===== src/rtl/lsu_sq_pkg.sv =====
// Shared types and default sizes for the LSU store queue.
package lsu_sq_pkg;

    localparam int SQ_DATA_WIDTH = 32;
    localparam int SQ_ADDR_WIDTH = 32;
    localparam int SQ_TAG_WIDTH  = 6;
    localparam int SQ_DEPTH_DEF  = 4;

    typedef enum logic [1:0] {
        LSU_SB = 2'd0,
        LSU_SH = 2'd1,
        LSU_SW = 2'd2
    } lsu_func_t;

    typedef enum logic [1:0] {
        SQ_IDLE   = 2'd0,
        SQ_WRITE  = 2'd1,
        SQ_NOTIFY = 2'd2
    } sq_state_t;

endpackage


===== src/rtl/lsu_sq_if.sv =====
// Store-queue bus bundle: allocation from LSU_ID, ROB retire, D$ write port and LQ notify.
interface lsu_sq_if import lsu_sq_pkg::*; #(
    parameter int DATA_WIDTH = SQ_DATA_WIDTH,
    parameter int ADDR_WIDTH = SQ_ADDR_WIDTH,
    parameter int TAG_WIDTH  = SQ_TAG_WIDTH
);
    // Handshakes: an allocation is taken only when i_alloc_en && !o_full in the same cycle;
    // o_dc_wr_en holds with stable addr/data/func until i_dc_wr_done is seen high at an edge;
    // o_lq_retire_en is a one-cycle pulse with no back-pressure. Data is zero when its enable is low.
    logic                  o_full;
    logic [TAG_WIDTH-1:0]  i_alloc_tag;
    logic [ADDR_WIDTH-1:0] i_alloc_addr;
    logic [DATA_WIDTH-1:0] i_alloc_data;
    lsu_func_t             i_alloc_lsu_func;
    logic                  i_alloc_en;
    logic [TAG_WIDTH-1:0]  i_rob_retire_tag;
    logic                  i_rob_retire_en;
    logic [ADDR_WIDTH-1:0] o_dc_wr_addr;
    logic [DATA_WIDTH-1:0] o_dc_wr_data;
    lsu_func_t             o_dc_wr_lsu_func;
    logic                  o_dc_wr_en;
    logic                  i_dc_wr_done;
    logic [ADDR_WIDTH-1:0] o_lq_retire_addr;
    lsu_func_t             o_lq_retire_lsu_func;
    logic                  o_lq_retire_en;

    modport slave (
        output o_full,
        input  i_alloc_tag, i_alloc_addr, i_alloc_data, i_alloc_lsu_func, i_alloc_en,
        input  i_rob_retire_tag, i_rob_retire_en,
        output o_dc_wr_addr, o_dc_wr_data, o_dc_wr_lsu_func, o_dc_wr_en,
        input  i_dc_wr_done,
        output o_lq_retire_addr, o_lq_retire_lsu_func, o_lq_retire_en
    );

    modport master (
        input  o_full,
        output i_alloc_tag, i_alloc_addr, i_alloc_data, i_alloc_lsu_func, i_alloc_en,
        output i_rob_retire_tag, i_rob_retire_en,
        input  o_dc_wr_addr, o_dc_wr_data, o_dc_wr_lsu_func, o_dc_wr_en,
        output i_dc_wr_done,
        input  o_lq_retire_addr, o_lq_retire_lsu_func, o_lq_retire_en
    );

endinterface


===== src/rtl/lsu_sq_retire_fifo.sv =====
// Slot-index FIFO recording ROB retire order; never overflows since entries <= valid slots.
module lsu_sq_retire_fifo #(
    parameter int DEPTH = 4,
    parameter int IW    = $clog2(DEPTH)
) (
    input  logic          clk,
    input  logic          n_rst,
    input  logic          i_push,
    input  logic [IW-1:0] i_push_idx,
    input  logic          i_pop,
    output logic [IW-1:0] o_head,
    output logic          o_empty
);

    logic [IW-1:0] r_mem [DEPTH];
    logic [IW-1:0] r_head;
    logic [IW-1:0] r_tail;
    logic [IW:0]   r_count;

    always_ff @(posedge clk or negedge n_rst) begin
        if (!n_rst) begin
            for (int i = 0; i < DEPTH; i++) r_mem[i] <= '0;
            r_head  <= '0;
            r_tail  <= '0;
            r_count <= '0;
        end else begin
            if (i_push) begin
                r_mem[r_tail] <= i_push_idx;
                r_tail        <= r_tail + IW'(1);
            end
            if (i_pop) r_head <= r_head + IW'(1);
            case ({i_push, i_pop})
                2'b10:   r_count <= r_count + (IW+1)'(1);
                2'b01:   r_count <= r_count - (IW+1)'(1);
                default: r_count <= r_count;
            endcase
        end
    end

    assign o_head  = r_mem[r_head];
    assign o_empty = (r_count == '0);

endmodule


===== src/rtl/lsu_sq.sv =====
// LSU store queue: holds stores speculatively until ROB retire, then drains them to D$ in
// retire order and reports each completed write to the load queue.
module lsu_sq import lsu_sq_pkg::*; #(
    parameter int DATA_WIDTH = SQ_DATA_WIDTH,
    parameter int ADDR_WIDTH = SQ_ADDR_WIDTH,
    parameter int TAG_WIDTH  = SQ_TAG_WIDTH,
    parameter int SQ_DEPTH   = SQ_DEPTH_DEF
) (
    input  logic      clk,
    input  logic      n_rst,
    input  logic      i_flush,
    lsu_sq_if.slave   sq_if,
    output sq_state_t o_dbg_state
);

    localparam int IW = $clog2(SQ_DEPTH);

    logic [ADDR_WIDTH-1:0] r_addr [SQ_DEPTH];
    logic [DATA_WIDTH-1:0] r_data [SQ_DEPTH];
    lsu_func_t             r_func [SQ_DEPTH];
    logic [TAG_WIDTH-1:0]  r_tag  [SQ_DEPTH];
    logic [SQ_DEPTH-1:0]   r_valid;
    logic [SQ_DEPTH-1:0]   r_retired;

    sq_state_t             r_state;
    logic [IW-1:0]         r_cur_idx;
    logic                  r_dc_wr_en;
    logic [ADDR_WIDTH-1:0] r_dc_wr_addr;
    logic [DATA_WIDTH-1:0] r_dc_wr_data;
    lsu_func_t             r_dc_wr_func;
    logic                  r_lq_en;
    logic [ADDR_WIDTH-1:0] r_lq_addr;
    lsu_func_t             r_lq_func;

    logic [IW-1:0] w_alloc_idx;
    logic [IW-1:0] w_ret_idx;
    logic          w_ret_match;
    logic          w_ret_push;
    logic          w_full;
    logic          w_alloc_do;
    logic          w_free;
    logic          w_pop;
    logic [IW-1:0] w_fifo_head;
    logic          w_fifo_empty;

    // Descending scans so the lowest matching index is the one left standing.
    always_comb begin
        w_alloc_idx = '0;
        w_ret_idx   = '0;
        w_ret_match = 1'b0;
        for (int i = SQ_DEPTH - 1; i >= 0; i--) begin
            if (!r_valid[i]) w_alloc_idx = IW'(i);
            if (r_valid[i] && !r_retired[i] && (r_tag[i] == sq_if.i_rob_retire_tag)) begin
                w_ret_idx   = IW'(i);
                w_ret_match = 1'b1;
            end
        end
    end

    assign w_full     = &r_valid;
    assign w_alloc_do = sq_if.i_alloc_en && !w_full && !i_flush;
    assign w_ret_push = sq_if.i_rob_retire_en && w_ret_match;
    assign w_free     = (r_state == SQ_NOTIFY);
    assign w_pop      = (r_state == SQ_WRITE) && sq_if.i_dc_wr_done;

    lsu_sq_retire_fifo #(.DEPTH(SQ_DEPTH), .IW(IW)) u_retire_fifo (
        .clk        (clk),
        .n_rst      (n_rst),
        .i_push     (w_ret_push),
        .i_push_idx (w_ret_idx),
        .i_pop      (w_pop),
        .o_head     (w_fifo_head),
        .o_empty    (w_fifo_empty)
    );

    // Free, alloc and retire always target distinct slots; a retire beats a same-cycle flush.
    always_ff @(posedge clk or negedge n_rst) begin
        if (!n_rst) begin
            for (int i = 0; i < SQ_DEPTH; i++) begin
                r_addr[i] <= '0;
                r_data[i] <= '0;
                r_func[i] <= LSU_SB;
                r_tag[i]  <= '0;
            end
            r_valid   <= '0;
            r_retired <= '0;
        end else begin
            for (int i = 0; i < SQ_DEPTH; i++) begin
                if (w_free && (r_cur_idx == IW'(i))) begin
                    r_valid[i]   <= 1'b0;
                    r_retired[i] <= 1'b0;
                end else if (w_alloc_do && (w_alloc_idx == IW'(i))) begin
                    r_addr[i]    <= sq_if.i_alloc_addr;
                    r_data[i]    <= sq_if.i_alloc_data;
                    r_func[i]    <= sq_if.i_alloc_lsu_func;
                    r_tag[i]     <= sq_if.i_alloc_tag;
                    r_valid[i]   <= 1'b1;
                    r_retired[i] <= 1'b0;
                end else if (w_ret_push && (w_ret_idx == IW'(i))) begin
                    r_retired[i] <= 1'b1;
                end else if (i_flush && !r_retired[i]) begin
                    r_valid[i]   <= 1'b0;
                end
            end
        end
    end

    always_ff @(posedge clk or negedge n_rst) begin
        if (!n_rst) begin
            r_state      <= SQ_IDLE;
            r_cur_idx    <= '0;
            r_dc_wr_en   <= 1'b0;
            r_dc_wr_addr <= '0;
            r_dc_wr_data <= '0;
            r_dc_wr_func <= LSU_SB;
            r_lq_en      <= 1'b0;
            r_lq_addr    <= '0;
            r_lq_func    <= LSU_SB;
        end else begin
            case (r_state)
                SQ_IDLE: begin
                    if (!w_fifo_empty) begin
                        r_cur_idx    <= w_fifo_head;
                        r_dc_wr_en   <= 1'b1;
                        r_dc_wr_addr <= r_addr[w_fifo_head];
                        r_dc_wr_data <= r_data[w_fifo_head];
                        r_dc_wr_func <= r_func[w_fifo_head];
                        r_state      <= SQ_WRITE;
                    end
                end
                SQ_WRITE: begin
                    if (sq_if.i_dc_wr_done) begin
                        r_dc_wr_en   <= 1'b0;
                        r_dc_wr_addr <= '0;
                        r_dc_wr_data <= '0;
                        r_dc_wr_func <= LSU_SB;
                        r_lq_en      <= 1'b1;
                        r_lq_addr    <= r_addr[r_cur_idx];
                        r_lq_func    <= r_func[r_cur_idx];
                        r_state      <= SQ_NOTIFY;
                    end
                end
                SQ_NOTIFY: begin
                    r_lq_en   <= 1'b0;
                    r_lq_addr <= '0;
                    r_lq_func <= LSU_SB;
                    r_state   <= SQ_IDLE;
                end
                default: r_state <= SQ_IDLE;
            endcase
        end
    end

    assign sq_if.o_full               = w_full;
    assign sq_if.o_dc_wr_en           = r_dc_wr_en;
    assign sq_if.o_dc_wr_addr         = r_dc_wr_addr;
    assign sq_if.o_dc_wr_data         = r_dc_wr_data;
    assign sq_if.o_dc_wr_lsu_func     = r_dc_wr_func;
    assign sq_if.o_lq_retire_en       = r_lq_en;
    assign sq_if.o_lq_retire_addr     = r_lq_addr;
    assign sq_if.o_lq_retire_lsu_func = r_lq_func;
    assign o_dbg_state                = r_state;

endmodule


===== src/flat_wrapper.sv =====
// flat-port wrapper written by rule: the top's interface ports become plain ports
module lsu_sq_flat import lsu_sq_pkg::*;
#(
    parameter int DATA_WIDTH = SQ_DATA_WIDTH,
    parameter int ADDR_WIDTH = SQ_ADDR_WIDTH,
    parameter int TAG_WIDTH  = SQ_TAG_WIDTH,
    parameter int SQ_DEPTH   = SQ_DEPTH_DEF
)
  (clk, n_rst, i_flush, o_dbg_state, sq_if_o_full, sq_if_i_alloc_tag, sq_if_i_alloc_addr, sq_if_i_alloc_data, sq_if_i_alloc_lsu_func, sq_if_i_alloc_en, sq_if_i_rob_retire_tag, sq_if_i_rob_retire_en, sq_if_o_dc_wr_addr, sq_if_o_dc_wr_data, sq_if_o_dc_wr_lsu_func, sq_if_o_dc_wr_en, sq_if_i_dc_wr_done, sq_if_o_lq_retire_addr, sq_if_o_lq_retire_lsu_func, sq_if_o_lq_retire_en);
  lsu_sq_if #(.DATA_WIDTH(DATA_WIDTH), .ADDR_WIDTH(ADDR_WIDTH), .TAG_WIDTH(TAG_WIDTH)) sq_if_i ();
  input  logic clk;
  input  logic n_rst;
  input  logic i_flush;
  output sq_state_t o_dbg_state;
  output wire logic [$bits(sq_if_i.o_full)-1:0] sq_if_o_full;
  input wire logic [$bits(sq_if_i.i_alloc_tag)-1:0] sq_if_i_alloc_tag;
  input wire logic [$bits(sq_if_i.i_alloc_addr)-1:0] sq_if_i_alloc_addr;
  input wire logic [$bits(sq_if_i.i_alloc_data)-1:0] sq_if_i_alloc_data;
  input wire logic [$bits(sq_if_i.i_alloc_lsu_func)-1:0] sq_if_i_alloc_lsu_func;
  input wire logic [$bits(sq_if_i.i_alloc_en)-1:0] sq_if_i_alloc_en;
  input wire logic [$bits(sq_if_i.i_rob_retire_tag)-1:0] sq_if_i_rob_retire_tag;
  input wire logic [$bits(sq_if_i.i_rob_retire_en)-1:0] sq_if_i_rob_retire_en;
  output wire logic [$bits(sq_if_i.o_dc_wr_addr)-1:0] sq_if_o_dc_wr_addr;
  output wire logic [$bits(sq_if_i.o_dc_wr_data)-1:0] sq_if_o_dc_wr_data;
  output wire logic [$bits(sq_if_i.o_dc_wr_lsu_func)-1:0] sq_if_o_dc_wr_lsu_func;
  output wire logic [$bits(sq_if_i.o_dc_wr_en)-1:0] sq_if_o_dc_wr_en;
  input wire logic [$bits(sq_if_i.i_dc_wr_done)-1:0] sq_if_i_dc_wr_done;
  output wire logic [$bits(sq_if_i.o_lq_retire_addr)-1:0] sq_if_o_lq_retire_addr;
  output wire logic [$bits(sq_if_i.o_lq_retire_lsu_func)-1:0] sq_if_o_lq_retire_lsu_func;
  output wire logic [$bits(sq_if_i.o_lq_retire_en)-1:0] sq_if_o_lq_retire_en;
  assign sq_if_o_full = sq_if_i.o_full;
  assign sq_if_i.i_alloc_tag = sq_if_i_alloc_tag;
  assign sq_if_i.i_alloc_addr = sq_if_i_alloc_addr;
  assign sq_if_i.i_alloc_data = sq_if_i_alloc_data;
  assign sq_if_i.i_alloc_lsu_func = sq_if_i_alloc_lsu_func;
  assign sq_if_i.i_alloc_en = sq_if_i_alloc_en;
  assign sq_if_i.i_rob_retire_tag = sq_if_i_rob_retire_tag;
  assign sq_if_i.i_rob_retire_en = sq_if_i_rob_retire_en;
  assign sq_if_o_dc_wr_addr = sq_if_i.o_dc_wr_addr;
  assign sq_if_o_dc_wr_data = sq_if_i.o_dc_wr_data;
  assign sq_if_o_dc_wr_lsu_func = sq_if_i.o_dc_wr_lsu_func;
  assign sq_if_o_dc_wr_en = sq_if_i.o_dc_wr_en;
  assign sq_if_i.i_dc_wr_done = sq_if_i_dc_wr_done;
  assign sq_if_o_lq_retire_addr = sq_if_i.o_lq_retire_addr;
  assign sq_if_o_lq_retire_lsu_func = sq_if_i.o_lq_retire_lsu_func;
  assign sq_if_o_lq_retire_en = sq_if_i.o_lq_retire_en;
  lsu_sq #(.DATA_WIDTH(DATA_WIDTH), .ADDR_WIDTH(ADDR_WIDTH), .TAG_WIDTH(TAG_WIDTH), .SQ_DEPTH(SQ_DEPTH)) u_core (.clk(clk), .n_rst(n_rst), .i_flush(i_flush), .sq_if(sq_if_i), .o_dbg_state(o_dbg_state));
endmodule

===== config.mk =====
export PLATFORM = sky130hd
export DESIGN_NAME = lsu_sq_flat
export DESIGN_NICKNAME = d
export VERILOG_FILES = /design/src/rtl/lsu_sq_pkg.sv /design/src/rtl/lsu_sq_if.sv /design/src/rtl/lsu_sq_retire_fifo.sv /design/src/rtl/lsu_sq.sv /design/src/flat_wrapper.sv
export SDC_FILE = /design/constraint.sdc
export NUM_CORES = 1
export LEC_CHECK = 0
export ABC_AREA = 1
export ABC_CLOCK_PERIOD_IN_PS = 2600
export CORE_MARGIN = 2
export CORE_UTILIZATION = 40
export DETAILED_ROUTE_END_ITERATION = 7
export HOLD_SLACK_MARGIN = 0.15
export SLEW_MARGIN = 20
export SYNTH_ARGS = -nofsm -noshare
export SYNTH_HDL_FRONTEND = slang
export SYNTH_HIERARCHICAL = 1
export SYNTH_SLANG_ARGS = --single-unit

===== constraint.sdc =====
create_clock -name clk -period 2.6 [get_ports clk]
set_input_delay 0.52 -clock clk [delete_from_list [all_inputs] [get_ports clk]]
set_output_delay 0.52 -clock clk [all_outputs]
set_load 0.05 [all_outputs]

==> results.md, run 1 <==
* Synth warnings at 6
* Worst slew pin tran at 0.6664 ns
* CP Launch Type: register
* Root buffer cell: clkbuf_16
* Initial antenna violation count at 2
* Final core occ at 0.4974
* CP arrival at 1.99 ns
* ANT nets after route at 0
* Setup violators final at 0
* Leading area contributor after synthesis: dfrtp_1
* WL met3 at 3495 µm
* DR WL met2 at 25690 µm
* Setup crit end kind: output port
* Synth cell types at 42
* First-pass GRT wire length at 89170 µm
* Area contributors post-synth: dfrtp_1, o21ai_0, nand2_1
* Setup slack after layout at 0.08936 ns
* Post-Layout Cell Count at 2978
* Tcrit/Tclk final at 0.9656
* Vias at 15910
* Core area at 46560 µm²
* Worst Reg-to-Reg Cells at 11
* Crit path max fanout at 6
* Sequential Area at 10440 µm²
* Data required, critical path at 2.08 ns
* Crit path max-delay cell type: clkdlybuf4s50_1
* Placer congestion estimate at 0.8537
* # diodes at 0
* CP Class: reg2out
* CP Cell Sequence: clkdlybuf4s50_1
* Crit path launch: u_core/o_dbg_state[1]
* Pwr Total at 31.59 mW
* Post-DP HPWL at 32940 µm
* Max incr delay on CP at 0.94 ns
* Layout Skew at 0.01704 ns
* Layout cells sized above 1 at 0.06917
* Nets@finish at 2425
* Vias in the first global route at 16210
* PwrDens at 1364 nW/µm²
* Layout area overhead at 22.85%
* Highest metal used: met5
* Worst Hold Class: in2async
* Final Critical Period at 2.511 ns
* Cell Area, Placed at 21480 µm²
* Synthesized area per cell at 8.592 µm²
* #FFs+latches synth at 417
* Syn nets at 2284
* Clock buffer depth at 3
* Setup TNS at 0 ns
* RSZ-0062 raised after global routing: no
* Number of detailed-route iterations in the first pass at 6
* GRT Residual Overflow at 0
* CP bufs+invs at 1
* Die Height at 221.1 µm
* Port Buffer Count at 188
* Multi-input logic area at 6857 µm²
* Post-synth top area share at 0.5536
* Hold Vio Cnt, Final at 0
* Top Family by Delay on Critical Path: buffers and inverters
* Slew Viols, Final at 0
* Fraction of the yosys area taken by sequential cells at 0.5536
* Outcome: completed
* Largest net degree at the start of global routing at 138
* Max rail drop VDD at 0.0007959 V
* CTS tree: built
* Total Wirelength at 54070 µm
* Reg clk slew, reported paths at 0.06 ns
* Rows at 79
* DP Worst Slack at -0.3296 ns
* Fillers at 4383
* Hold_ws at 0.4304 ns
* Metal-1 WL at 23740 µm
* DR vias/cell at 5.343
* Die ar. at 48880 µm²
* Post-Syn Instances at 2194
* Slew HR at 0.5557
* Clock Sinks at 417
* GRT Util Overall at 0.2240
* Max-capacitance violation count at 0
* CP Depth at 1
* R2R Path Start: u_core/r_valid[0]
* Number of DRC markers in iteration 0 at 1443
* Die span in x at 221.1 µm
* Initial core utilization at 0.4049
* Placed insts at 2892
* Cts bufs inserted at 47
* Mapped cell area at 18850 µm²
* Worst-skew pair later-pin latency at 0.58 ns
* Max Fclk at 0.3983 GHz
* P_leak at 10.74 nW
* H-Tree Depth at 2
* Final standard cell area without fillers at 23160 µm²
* Num ports at 189
* Wire per inst at 18.16 µm
* # DRC at 0
==> cell families (layout without fill, tap and decap cells) <==
group | count (synthesis) | after routing | synth area share
fa+ha+maj | 6 | 6 | 0.004381
xor+xnor | 6 | 6 | 0.002788
compound gates | 681 | 681 | 0.2035
buf+inv | 393 | 570 | 0.08569
simple gates | 691 | 691 | 0.1501
flops | 417 | 417 | 0.5536
==> cell type report <==
cell class,count,area share
Multi-Input combinational cell,1384,0.2961
Timing Repair Buffer,245,0.1097
Clock inverter,16,0.009617
Clock buffer,69,0.06219
Inverter,240,0.03896
Tap cell,607,0.03280
Sequential cell,417,0.4506
==> sequential cells by signal, summed over array words and instances (netlist names) <==
signal                             cells
u_core/r_retired                       4
u_core/sq_if.o_dc_wr_data             32
u_core/r_tag                          24
u_core/u_retire_fifo/r_mem             8
u_core/sq_if.o_lq_retire_lsu_func      2
u_core/r_func                          8
u_core/sq_if.o_dc_wr_addr             32
u_core/u_retire_fifo/r_tail            2
u_core/sq_if.o_lq_retire_en            1
u_core/sq_if.o_dc_wr_en                1
u_core/r_data                        128
u_core/sq_if.o_lq_retire_addr         32
u_core/o_dbg_state                     2
u_core/r_cur_idx                       2
u_core/u_retire_fifo/r_head            2
u_core/r_valid                         4
u_core/sq_if.o_dc_wr_lsu_func          2
u_core/u_retire_fifo/r_count           3
u_core/r_addr                        128
==> layout by cell type (no fill, tap or decap), types with 2 or more instances in the layout <==
cell and n:
inv_1 235, nor2_4 3, clkinv_2 9, nand2_1 460
xor2_1 4, buf_12 18, bufinv_16 5, o22ai_1 66
clkbuf_8 16, o21ai_1 26, o21ai_0 402, inv_2 3
dfrtp_1 417, ha_1 5, a21oi_1 105, xnor2_1 2
nand2_4 8, nor2_1 98, nand3_1 111, nand2_2 2
clkdlybuf4s50_1 186, o211ai_1 5, a32o_1 34, o21ai_2 4
buf_4 38, clkbuf_1 5, a221oi_1 34, clkbuf_16 48
nand3_4 2
==> power breakdown <==
group / internal [mW] / total (mW) / switching [mW]
Clock: 4.32 / 7.02 / 2.69
Combinational: 4.72 / 13.7 / 8.97
Sequential: 9.11 / 10.9 / 1.78
==> cells in the mapped netlist (all sizes together) <==
cell type / instances
inv: 239
a21oi: 105
o22ai: 66
nor3: 1
o21ai: 433
nand3b: 1
and3: 1
nand4: 1
o31ai: 1
fa: 1
nor3b: 1
a211oi: 1
a21boi: 1
o211ai: 5
a221oi: 34
dfrtp: 417
ha: 5
nand3: 113
clkinv: 1
xnor2: 2
clkbuf: 94
nor2: 102
or2: 1
nand2: 470
a32o: 34
a31oi: 1
xor2: 4
buf: 59
==> path summary, 6_finish.rpt <==
kind	to	slack, ns
setup / recovery	o_dbg_state[1]	0.09
hold / removal	u_core/sq_if.o_lq_retire_addr[6]	0.43
setup reg to reg	u_core/u_retire_fifo/r_count[1]	0.37
hold reg to reg	u_core/r_data[74]	0.48
max in group asynchronous	u_core/sq_if.o_dc_wr_addr[22]	1.32
min in group clk	u_core/r_data[74]	0.48
==> layer usage <==
layer / GRT usage / vias up
met5: 0 / -
met2: 0.3727 / 548
met4: 0.06322 / 4
met3: 0.03532 / 82
li1: - / 7582
met1: 0.3038 / 7694
==> what timing repair did <==
action	in CTS	in global routing
buffers inserted	0	0
hold buffers	1	0
endpoints found under the hold margin	28	0
gates resized for setup	1	1
endpoints found under the setup margin	1	1
(Power assumes the default switching activity.)
==> run 2, diff against run 1 <==
--- a/config.mk
+++ b/config.mk
@@ -9,9 +9,10 @@
 export ABC_CLOCK_PERIOD_IN_PS = 2600
 export CORE_MARGIN = 2
 export CORE_UTILIZATION = 40
+export CTS_CLUSTER_SIZE = 24
 export DETAILED_ROUTE_END_ITERATION = 7
 export HOLD_SLACK_MARGIN = 0.15
-export SLEW_MARGIN = 20
+export SLEW_MARGIN = 5
 export SYNTH_ARGS = -nofsm -noshare
 export SYNTH_HDL_FRONTEND = slang
 export SYNTH_HIERARCHICAL = 1
==> results of run 2 <==
Same layout as run 1: the final DEF is identical, and so are final timing and power.
